<file path="config.mk">
export PLATFORM = sky130hd
export DESIGN_NAME = elevator_scan_ctrl
export DESIGN_NICKNAME = d
export VERILOG_FILES = /design/src/rtl/elevator_pkg.sv /design/src/rtl/elev_tick_timer.sv /design/src/rtl/elevator_scan_ctrl.sv
export SDC_FILE = /design/constraint.sdc
export NUM_CORES = 1
export LEC_CHECK = 0
export ABC_AREA = 1
export CAP_MARGIN = 30
export CORE_MARGIN = 8
export CORE_UTILIZATION = 40
export CTS_CLUSTER_SIZE = 24
export DETAILED_ROUTE_END_ITERATION = 12
export DONT_BUFFER_PORTS = 1
export PLACE_DENSITY_LB_ADDON = 0.12
export SLEW_MARGIN = 20
export SYNTH_ARGS = -nofsm -noshare
export SYNTH_HDL_FRONTEND = slang
export SYNTH_SLANG_ARGS = --single-unit
</file>
<file path="constraint.sdc">
create_clock -name clk -period 3.35 [get_ports clk]
set_clock_uncertainty 0.05 [all_clocks]
set_input_delay 0.1675 -clock clk [delete_from_list [all_inputs] [get_ports clk]]
set_output_delay 0.1675 -clock clk [all_outputs]
set_load 0.01 [all_outputs]
</file>
<file path="src/rtl/elevator_pkg.sv">
// Shared types and helpers for the SCAN elevator controller.
package elevator_pkg;

  // Controller states.
  typedef enum logic [1:0] {
    ST_IDLE = 2'd0,
    ST_MOVE = 2'd1,
    ST_DOOR = 2'd2
  } state_e;

  // Real-world timing at the production clock: one floor of travel and one door dwell.
  localparam int DEF_TRAVEL_CYCLES = 250_000_000;
  localparam int DEF_DOOR_CYCLES   = 100_000_000;

  // Widest building the controller supports; masks are computed at this width.
  localparam int MAX_FLOORS = 16;

  // Mask of floors strictly beyond 'cur' in the given direction, limited to
  // the floors that exist. AND with the pending calls to get "ahead" (up = dir_up)
  // or "behind" (up = ~dir_up).
  function automatic logic [MAX_FLOORS-1:0] beyond_mask(
    input logic [3:0] cur,
    input logic       up,
    input int         num_floors
  );
    logic [MAX_FLOORS-1:0] m;
    m = '0;
    for (int i = 0; i < MAX_FLOORS; i++) begin
      if (i < num_floors) begin
        if (up) m[i] = (i > int'(cur));
        else    m[i] = (i < int'(cur));
      end
    end
    return m;
  endfunction

endpackage

</file>
<file path="src/rtl/elev_tick_timer.sv">
// Up-counter with synchronous clear, enable and terminal-count pulse.
// The counter wraps to zero on its own at the terminal count, so a caller
// that stays in the same state gets a periodic pulse every limit_i+1 cycles.
module elev_tick_timer #(
  parameter int CNT_W = 2
) (
  input  logic             clk,
  input  logic             rst_n,
  input  logic             clr_i,
  input  logic             en_i,
  input  logic [CNT_W-1:0] limit_i,
  output logic             tc_o
);

  logic [CNT_W-1:0] cnt_q;
  logic [CNT_W-1:0] cnt_d;

  // tc must not depend on clr_i: the caller derives clr_i from a state decision that uses tc.
  assign tc_o = en_i && (cnt_q == limit_i);

  // Next count: clear wins, otherwise advance and wrap at terminal count.
  always_comb begin
    cnt_d = cnt_q;
    if (clr_i) begin
      cnt_d = '0;
    end else if (en_i) begin
      cnt_d = tc_o ? '0 : cnt_q + CNT_W'(1);
    end
  end

  // Counter register, synchronous active-low reset.
  always_ff @(posedge clk) begin
    if (!rst_n) cnt_q <= '0;
    else        cnt_q <= cnt_d;
  end

endmodule

</file>
<file path="src/rtl/elevator_scan_ctrl.sv">
// SCAN-order elevator controller: latches floor calls, travels in one
// direction while calls remain ahead, opens the door at each called floor,
// and reverses only when nothing is left ahead.
//
//   state   | meaning
//   --------+--------------------------------------------------------------
//   IDLE    | cab parked, door closed, waiting for a call
//   MOVE    | travelling; floor steps once per TRAVEL_CYCLES
//   DOOR    | door open at a serviced floor for DOOR_CYCLES (call re-holds)
module elevator_scan_ctrl
  import elevator_pkg::*;
#(
  parameter int  NUM_FLOORS    = 8,
  parameter int  TRAVEL_CYCLES = DEF_TRAVEL_CYCLES,
  parameter int  DOOR_CYCLES   = DEF_DOOR_CYCLES,
  localparam int FLOOR_W       = (NUM_FLOORS > 2) ? $clog2(NUM_FLOORS) : 1
) (
  input  logic                  clk,
  input  logic                  rst_n,
  input  logic [NUM_FLOORS-1:0] call_req,
  output logic [FLOOR_W-1:0]    floor,
  output logic [NUM_FLOORS-1:0] floor_onehot,
  output logic                  dir_up,
  output logic                  moving,
  output logic                  door_open,
  output logic [NUM_FLOORS-1:0] pending
);

  localparam int CNT_MAX = (TRAVEL_CYCLES > DOOR_CYCLES) ? TRAVEL_CYCLES : DOOR_CYCLES;
  localparam int CNT_W   = (CNT_MAX > 2) ? $clog2(CNT_MAX) : 1;

  state_e                  state_q, state_d;
  logic [FLOOR_W-1:0]      floor_q, floor_d;
  logic [FLOOR_W-1:0]      step_floor;
  logic [NUM_FLOORS-1:0]   onehot_q, onehot_d;
  logic [NUM_FLOORS-1:0]   pending_q, pending_d;
  logic [NUM_FLOORS-1:0]   svc_mask;
  logic                    dir_q, dir_d;
  logic                    moving_q, door_q;

  logic [MAX_FLOORS-1:0]   pend_ext;
  logic [MAX_FLOORS-1:0]   fwd_mask, rev_mask;
  logic                    ahead, behind;
  logic                    door_hold;
  logic                    tmr_en, tmr_clr, tmr_tc;
  logic [CNT_W-1:0]        tmr_limit;

  // Direction bookkeeping is done at the package width so one helper serves any building size.
  assign pend_ext = MAX_FLOORS'(pending_q);
  assign fwd_mask = beyond_mask(4'(floor_q), dir_q, NUM_FLOORS);
  assign rev_mask = beyond_mask(4'(floor_q), ~dir_q, NUM_FLOORS);
  assign ahead    = |(pend_ext & fwd_mask);
  assign behind   = |(pend_ext & rev_mask);

  // MOVE is only entered with a call ahead, so this never steps past either end.
  assign step_floor = dir_q ? floor_q + FLOOR_W'(1) : floor_q - FLOOR_W'(1);

  // Pressing the current floor's button while the door is open keeps it open.
  assign door_hold = (state_q == ST_DOOR) && call_req[floor_q];

  // One timer serves both MOVE and DOOR; its limit follows the state.
  assign tmr_en    = (state_q != ST_IDLE);
  assign tmr_limit = (state_q == ST_MOVE) ? CNT_W'(TRAVEL_CYCLES - 1)
                                          : CNT_W'(DOOR_CYCLES - 1);
  assign tmr_clr   = (state_d != state_q) || door_hold;

  elev_tick_timer #(
    .CNT_W (CNT_W)
  ) u_timer (
    .clk     (clk),
    .rst_n   (rst_n),
    .clr_i   (tmr_clr),
    .en_i    (tmr_en),
    .limit_i (tmr_limit),
    .tc_o    (tmr_tc)
  );

  // Next-state, direction, floor and service decisions.
  always_comb begin
    state_d  = state_q;
    floor_d  = floor_q;
    dir_d    = dir_q;
    svc_mask = '0;

    case (state_q)
      ST_IDLE: begin
        // A call at the parked floor is serviced on the spot and never shows as pending.
        if (pending_q[floor_q] || call_req[floor_q]) begin
          state_d  = ST_DOOR;
          svc_mask = NUM_FLOORS'(1) << floor_q;
        end else if (ahead) begin
          state_d = ST_MOVE;
        end else if (behind) begin
          dir_d   = ~dir_q;
          state_d = ST_MOVE;
        end
      end

      ST_MOVE: begin
        if (tmr_tc) begin
          floor_d = step_floor;
          // A button pressed on the very cycle of arrival counts as serviced.
          if (pending_q[step_floor] || call_req[step_floor]) begin
            state_d  = ST_DOOR;
            svc_mask = NUM_FLOORS'(1) << step_floor;
          end
        end
      end

      ST_DOOR: begin
        svc_mask = NUM_FLOORS'(1) << floor_q;
        if (tmr_tc && !door_hold) begin
          if (ahead) begin
            state_d = ST_MOVE;
          end else if (behind) begin
            dir_d   = ~dir_q;
            state_d = ST_MOVE;
          end else begin
            state_d = ST_IDLE;
          end
        end
      end

      default: begin
        state_d = ST_IDLE;
      end
    endcase
  end

  // Calls latch until serviced; service is the only way a bit clears.
  always_comb begin
    pending_d = (pending_q | call_req) & ~svc_mask;
    onehot_d  = NUM_FLOORS'(1) << floor_d;
  end

  // Controller registers; every output comes straight from a flop.
  always_ff @(posedge clk) begin
    if (!rst_n) begin
      state_q   <= ST_IDLE;
      floor_q   <= '0;
      onehot_q  <= NUM_FLOORS'(1);
      dir_q     <= 1'b1;
      pending_q <= '0;
      moving_q  <= 1'b0;
      door_q    <= 1'b0;
    end else begin
      state_q   <= state_d;
      floor_q   <= floor_d;
      onehot_q  <= onehot_d;
      dir_q     <= dir_d;
      pending_q <= pending_d;
      moving_q  <= (state_d == ST_MOVE);
      door_q    <= (state_d == ST_DOOR);
    end
  end

  assign floor        = floor_q;
  assign floor_onehot = onehot_q;
  assign dir_up       = dir_q;
  assign moving       = moving_q;
  assign door_open    = door_q;
  assign pending      = pending_q;

endmodule

</file>
After elaboration in Yosys (flattened, before gate mapping):

Index checks and enable logic that the tools add are counted.

* bits in registers: 52
* bits of input ports: 10
* output and inout port bits: 22
* logic and storage cells: 106

* add/subtract/negate cells: 3
* magnitude comparators: 16
* eq/ne operators: 8
* shift-type cells: 3
* multiplexer cells: 47
* bitwise operators: 7
* reductions and logical operators: 14

Operators with widths (number)
* $mux W28: 2
* $reduce_or A16 Y1: 2
* $add A28 B1 Y28 const B: 1
* $eq A28 B28 Y1: 1
* $mux W1: 26
* $and A8 B8 Y8: 3
* $mux W8: 3
* $pmux W8 S3: 1
* $shl A1 B3 Y8 const A: 3
* $bmux W1 S3: 4
* $gt A3 B3 Y1 const A: 4
* $mux W2: 6
* $lt A3 B3 Y1 const A: 3
* $mux W3: 3
* $lt A3 B4 Y1 const B: 2
* $not A8 Y8: 1
* $or A8 B8 Y8: 1
* $gt A2 B3 Y1 const A: 2
* $lt A1 B3 Y1 const A: 2
* $lt A2 B3 Y1 const A: 2
* $pmux W2 S3: 1
* $eq A2 B1 Y1 const B: 2
* $eq A2 B2 Y1 const B: 2
* $reduce_bool A2 Y1: 2
* other kinds (14): 19

Logic depth before layout (Yosys ltp):

* depth after elaboration: 11
* gate-level depth with buffers: 17
* depth with buffers taken out: 14

Cells and area by module:

Synthesis repeated with hierarchy kept, for this count alone.

* cell total of the unflattened synthesis: 709
* area total of the unflattened synthesis: 4235.3 µm²

By module, submodules not included
* elev_tick_timer: times used 1, cells an instance 367, area each 2258.4 µm², sequential area each 560.5 µm²
* elevator_scan_ctrl: times used 1, cells an instance 342, area each 1976.9 µm², sequential area each 480.5 µm²

Worst setup path after synthesis:

Ideal clock, no wire load.

* kind: reg2reg
* start: register floor_q[0] (netlist: floor[0])
* end: register u_timer.cnt_q[7]
* setup time: 124 ps
* data arrival time: 2462 ps
* data required time: 3176 ps
* path slack: 714 ps
* stages on the path, launching flop included: 16
* path buffers: 5
* clock period less this slack: 2636 ps
* cells stage by stage: dfxtp_1 buf_6 inv_6 buf_12 buf_12 ha_1 xor2_1 nand2_1 nand2_1 nand3_1 nand4_2 buf_6 nand3_2 nand3_4 buf_8 nor2_4

* cells in the longest elaborated chain, start to end: 11
* elaborated cells between the ends (all ways): 62
* those cells by class: 2 x add/sub; 14 x order compare; 1 x eq/ne; 34 x mux; 2 x bitwise; 9 x reduce/logical

Ends and longest elaborated chain
* start, declared: RTL line elevator_scan_ctrl.sv:33 `logic [FLOOR_W-1:0] floor_q, floor_d;`
* start signal, assigned: RTL line elevator_scan_ctrl.sv:148 `floor_q <= floor_d;`
* $sub A3 B1 Y3, or another cell as far along: RTL line elevator_scan_ctrl.sv:56 `assign step_floor = dir_q ? floor_q + FLOOR_W'(1) : floor_q - FLOOR_W'(1);`
* $mux W3 / $mux W1 (equally long branches): RTL line elevator_scan_ctrl.sv:56, elevator_pkg.sv:30
* $bmux W1 S3 / $and A8 B8 Y8 (equally long branches): RTL line elevator_scan_ctrl.sv:103, elevator_scan_ctrl.sv:53
* $mux W1 (not written as such) / $reduce_or A16 Y1 (equally long branches): RTL line elevator_scan_ctrl.sv:103, elevator_scan_ctrl.sv:53
* $logic_or A1 B1 Y1, or another cell as far along: RTL line elevator_scan_ctrl.sv:103 `if (pending_q[step_floor] || call_req[step_floor]) begin`
* $mux W2, or another cell as far along: RTL line elevator_scan_ctrl.sv:103
* $mux W2 (on tied branches): RTL line elevator_scan_ctrl.sv:100, elevator_scan_ctrl.sv:88, elevator_scan_ctrl.sv:112
* $pmux W2 S3: RTL line elevator_scan_ctrl.sv:85 `case (state_q)`
* $ne A2 B2 Y1: RTL line elevator_scan_ctrl.sv:65 `assign tmr_clr = (state_d != state_q) || door_hold;`
* $logic_or A1 B1 Y1 *: RTL line elevator_scan_ctrl.sv:65
* $reduce_or A2 Y1 (no line) *
* end signal, assigned: RTL line elev_tick_timer.sv:34 `else cnt_q <= cnt_d;`
* end, declared: RTL line elev_tick_timer.sv:15 `logic [CNT_W-1:0] cnt_q;`

Mark *: on every way between the ends. The rest lies on a longest branch, timed or not. The select of a mux whose other input is x is not followed.
A chain may end at the register's enable or synchronous reset.

Worst setup path after layout:

* start: register floor_q[0] (netlist: floor[0])
* end: register u_timer.cnt_q[1]

Same word-level chain as after synthesis.

==> results.txt <==
status -> completed
hold_ws -> 0.0232 ns
number of port buffers -> 0
WL/cell -> 14.4 um
setup bufs post-CTS -> 0
# diodes -> 0
Die Height -> 114 um
routed vias -> 3729
Area after DPL -> 3930 um2
largest fanout on the critical path -> 23
io pins -> 32
Tmin final -> 2.91 ns
RSZ-0062 raised after global routing -> false
Buf/Inv on CP -> 3
die width -> 114 um
Crit Path Category -> reg2reg
Max stage delay on crit path -> 0.45 ns
Longest Clk Path Bufs -> 2
Final Cycle Share -> 0.868
Slew HR -> 0.701
worst setup margin -> 0.443 ns
Worst setup EP type -> flip-flop
P_leak -> 1.65 nW
gr ovfl total -> 0
Seq/Total Area, Yosys -> 0.270
synth-to-layout area growth -> 6.23%
Final setup violation count -> 0
Setup crit start kind -> flip-flop
largest net degree at the start of global routing -> 27
Final Slew Violations -> 0
number of failing hold endpoints at the final stage -> 0
pwr dens -> 326 nW/um2
Core Box Area -> 9550 um2
post-route ant nets -> 0
clk sinks -> 52
H-tree Lvls -> 2
Starting Density -> 0.404
Syn Area/Cell -> 6.37 um2
Synthesis Warnings -> 0
CP delay by family, top -> simple AND/OR/NAND/NOR gates
fin area -> 4100 um2
area of the die -> 13000 um2
Placement Setup Slack -> 0.486 ns
CP Cell Sequence -> inv_6 > ha_1 > xor2_1 > nand2_1 > nand2_1 > inv_1 > nand3_1 > nand4_2 > nand2_1 > nand2_2 > nand3_4 > buf_12 > nor2_1
Mapped Cells -> 606
Yosys cell types -> 40
Crit path top cell by count -> nand2_1
Worst EP required -> 3.51 ns
vias per inst -> 5.01
Tot GR Track Use -> 0.174
Iter 0 DRT Violations -> 229
Worst Tran Pin Value -> 0.445 ns
Routability Congestion -> 0.905
post_cts resized -> 0
vias in the first global route -> 3616
HP Class -> in2reg
global-route wire length before repair -> 18100 um
# nets final -> 628
filler instances -> 1055
total wire length -> 10700 um
syn_nets -> 624
EDFF count, synth -> 0
Detail Placement HPWL -> 8120 um
dominant synthesized flop cell -> dfxtp_1
maxcap violations -> 0
Arr. time, crit path -> 3.07 ns
Async SR Flop Fraction -> 0
Skew-Pair Late Insertion Delay -> 0.32 ns
FF+latch count, synth -> 52
Reg clk slew, reported paths -> 0.11 ns
num rows -> 36
initial antenna violation count -> 0
Max Clock Freq -> 0.344 GHz
DRC errors left -> 0
Util after Layout -> 0.429
critical path's slowest cell -> dfxtp_1
DR pass1 iterations -> 5
mapped cell area -> 3860 um2
Root Buffer -> clkbuf_8
Post-CTS Hold Fix Bufs -> 7
CTS buffer count -> 5
fraction of layout cells with a size suffix above 1 -> 0.110
CTS tree -> built
Setup TNS -> 0 ns
worst vdd ir -> 0.000195 V
-- placed cells by master, fill, tap and decap left out, types with 2 or more instances in the layout --
cell | synthesis | routed
nand2_4 | 3 | 3
nand2_1 | 182 | 182
nor3_1 | 15 | 15
nand3b_1 | 2 | 2
xor2_1 | 11 | 11
nor2_4 | 20 | 20
dfxtp_1 | 52 | 52
nand2_2 | 8 | 8
dlygate4sd3_1 | 0 | 7
nand3_2 | 2 | 2
nor4_1 | 2 | 2
a21oi_1 | 7 | 7
inv_6 | 1 | 3
inv_1 | 61 | 61
o21ai_0 | 25 | 25
clkbuf_8 | 0 | 5
ha_1 | 8 | 8
nand4_1 | 14 | 14
inv_2 | 2 | 2
o211ai_1 | 5 | 5
or2_2 | 2 | 2
o21ai_1 | 3 | 3
nand3_1 | 64 | 64
nor2_1 | 79 | 79
buf_4 | 4 | 7
nor2_2 | 6 | 6
nor3b_1 | 2 | 2
a21oi_2 | 3 | 3
-- power by group --
part           internal [mW]  switching [mW]
sequential             0.637          0.0330
combinational         0.0760           0.184
clock                  0.158           0.247
-- stage by stage --
step                      power, mW  instances
final                          1.34        744
after global routing           1.41        744
after CTS                      1.36        744
after detailed placement      0.937        729
after global placement        0.936        729
after floorplan               0.877        606
-- cell usage after synthesis, types with 2 or more instances --
cell type  number  share of area
o211ai_1        5         0.0097
inv_2           2         0.0019
nand3b_1        2         0.0039
nand3_2         2         0.0052
buf_4           4         0.0078
o21ai_1         3         0.0039
clkbuf_1        2         0.0019
xor2_1         11          0.025
or2_2           2         0.0032
nor2_4         20          0.058
a21oi_1         7         0.0091
nor3b_1         2         0.0039
nor3_1         15          0.019
dfxtp_1        52           0.27
nand2_4         3         0.0088
ha_1            8          0.026
a21oi_2         3         0.0068
nor2_1         79          0.077
nand3_1        64          0.083
buf_2           5         0.0065
nor4_1          2         0.0032
nand2_2         8          0.013
buf_8           2         0.0078
nor2_2          6         0.0097
buf_6           3         0.0088
inv_1          61          0.059
nand4_1        14          0.023
buf_12          2          0.010
o21ai_0        25          0.032
nand2_1       182           0.18
-- worst paths after layout --
path | endpoint | from | cells after the start | slack, ns
hold / removal | state_q[0] | rst_n | 2 | 0.02
setup reg to reg | u_timer.cnt_q[1] | floor[0] | 13 | 0.44
hold reg to reg | u_timer.cnt_q[4] | u_timer.cnt_q[3] | 3 | 0.55
setup / recovery | u_timer.cnt_q[1] | floor[0] | 13 | 0.44
-- cells by family (layout without fill, tap and decap cells) --
group           count (synthesis)  in the layout  synth area share
fa+ha+maj                       8              8            0.0259
flops                          52             52             0.270
compound gates                 45             45            0.0665
buf+inv                        84             89             0.109
xor+xnor                       12             12            0.0292
simple gates                  405            405             0.499
-- layer usage --
layer	wire, um	global-route usage	vias to the layer above
li1	-	-	1939
met1	4910	0.214	1677
met2	5020	0.295	98
met3	623	0.0411	15
met4	141	0.0461	0
met5	0	0	-
-- sequential cells by signal, summed over array words and instances, names as in the netlist --
register	count
moving	1
pending	8
dir_up	1
state_q	2
u_timer.cnt_q	28
door_open	1
floor_onehot	8
floor	3
-- area by class of cell --
cell class,instances,area [um2],area share
clock buffers,5,68.8,0.0168
clock inverters,3,28.8,0.00702
inverters,66,255,0.0623
multi-input cells,470,2400,0.585
flip-flops and latches,52,1040,0.254
well taps,133,166,0.0406
repair buffers,15,143,0.0348
No activity file was read; power rests on OpenSTA's default activity.
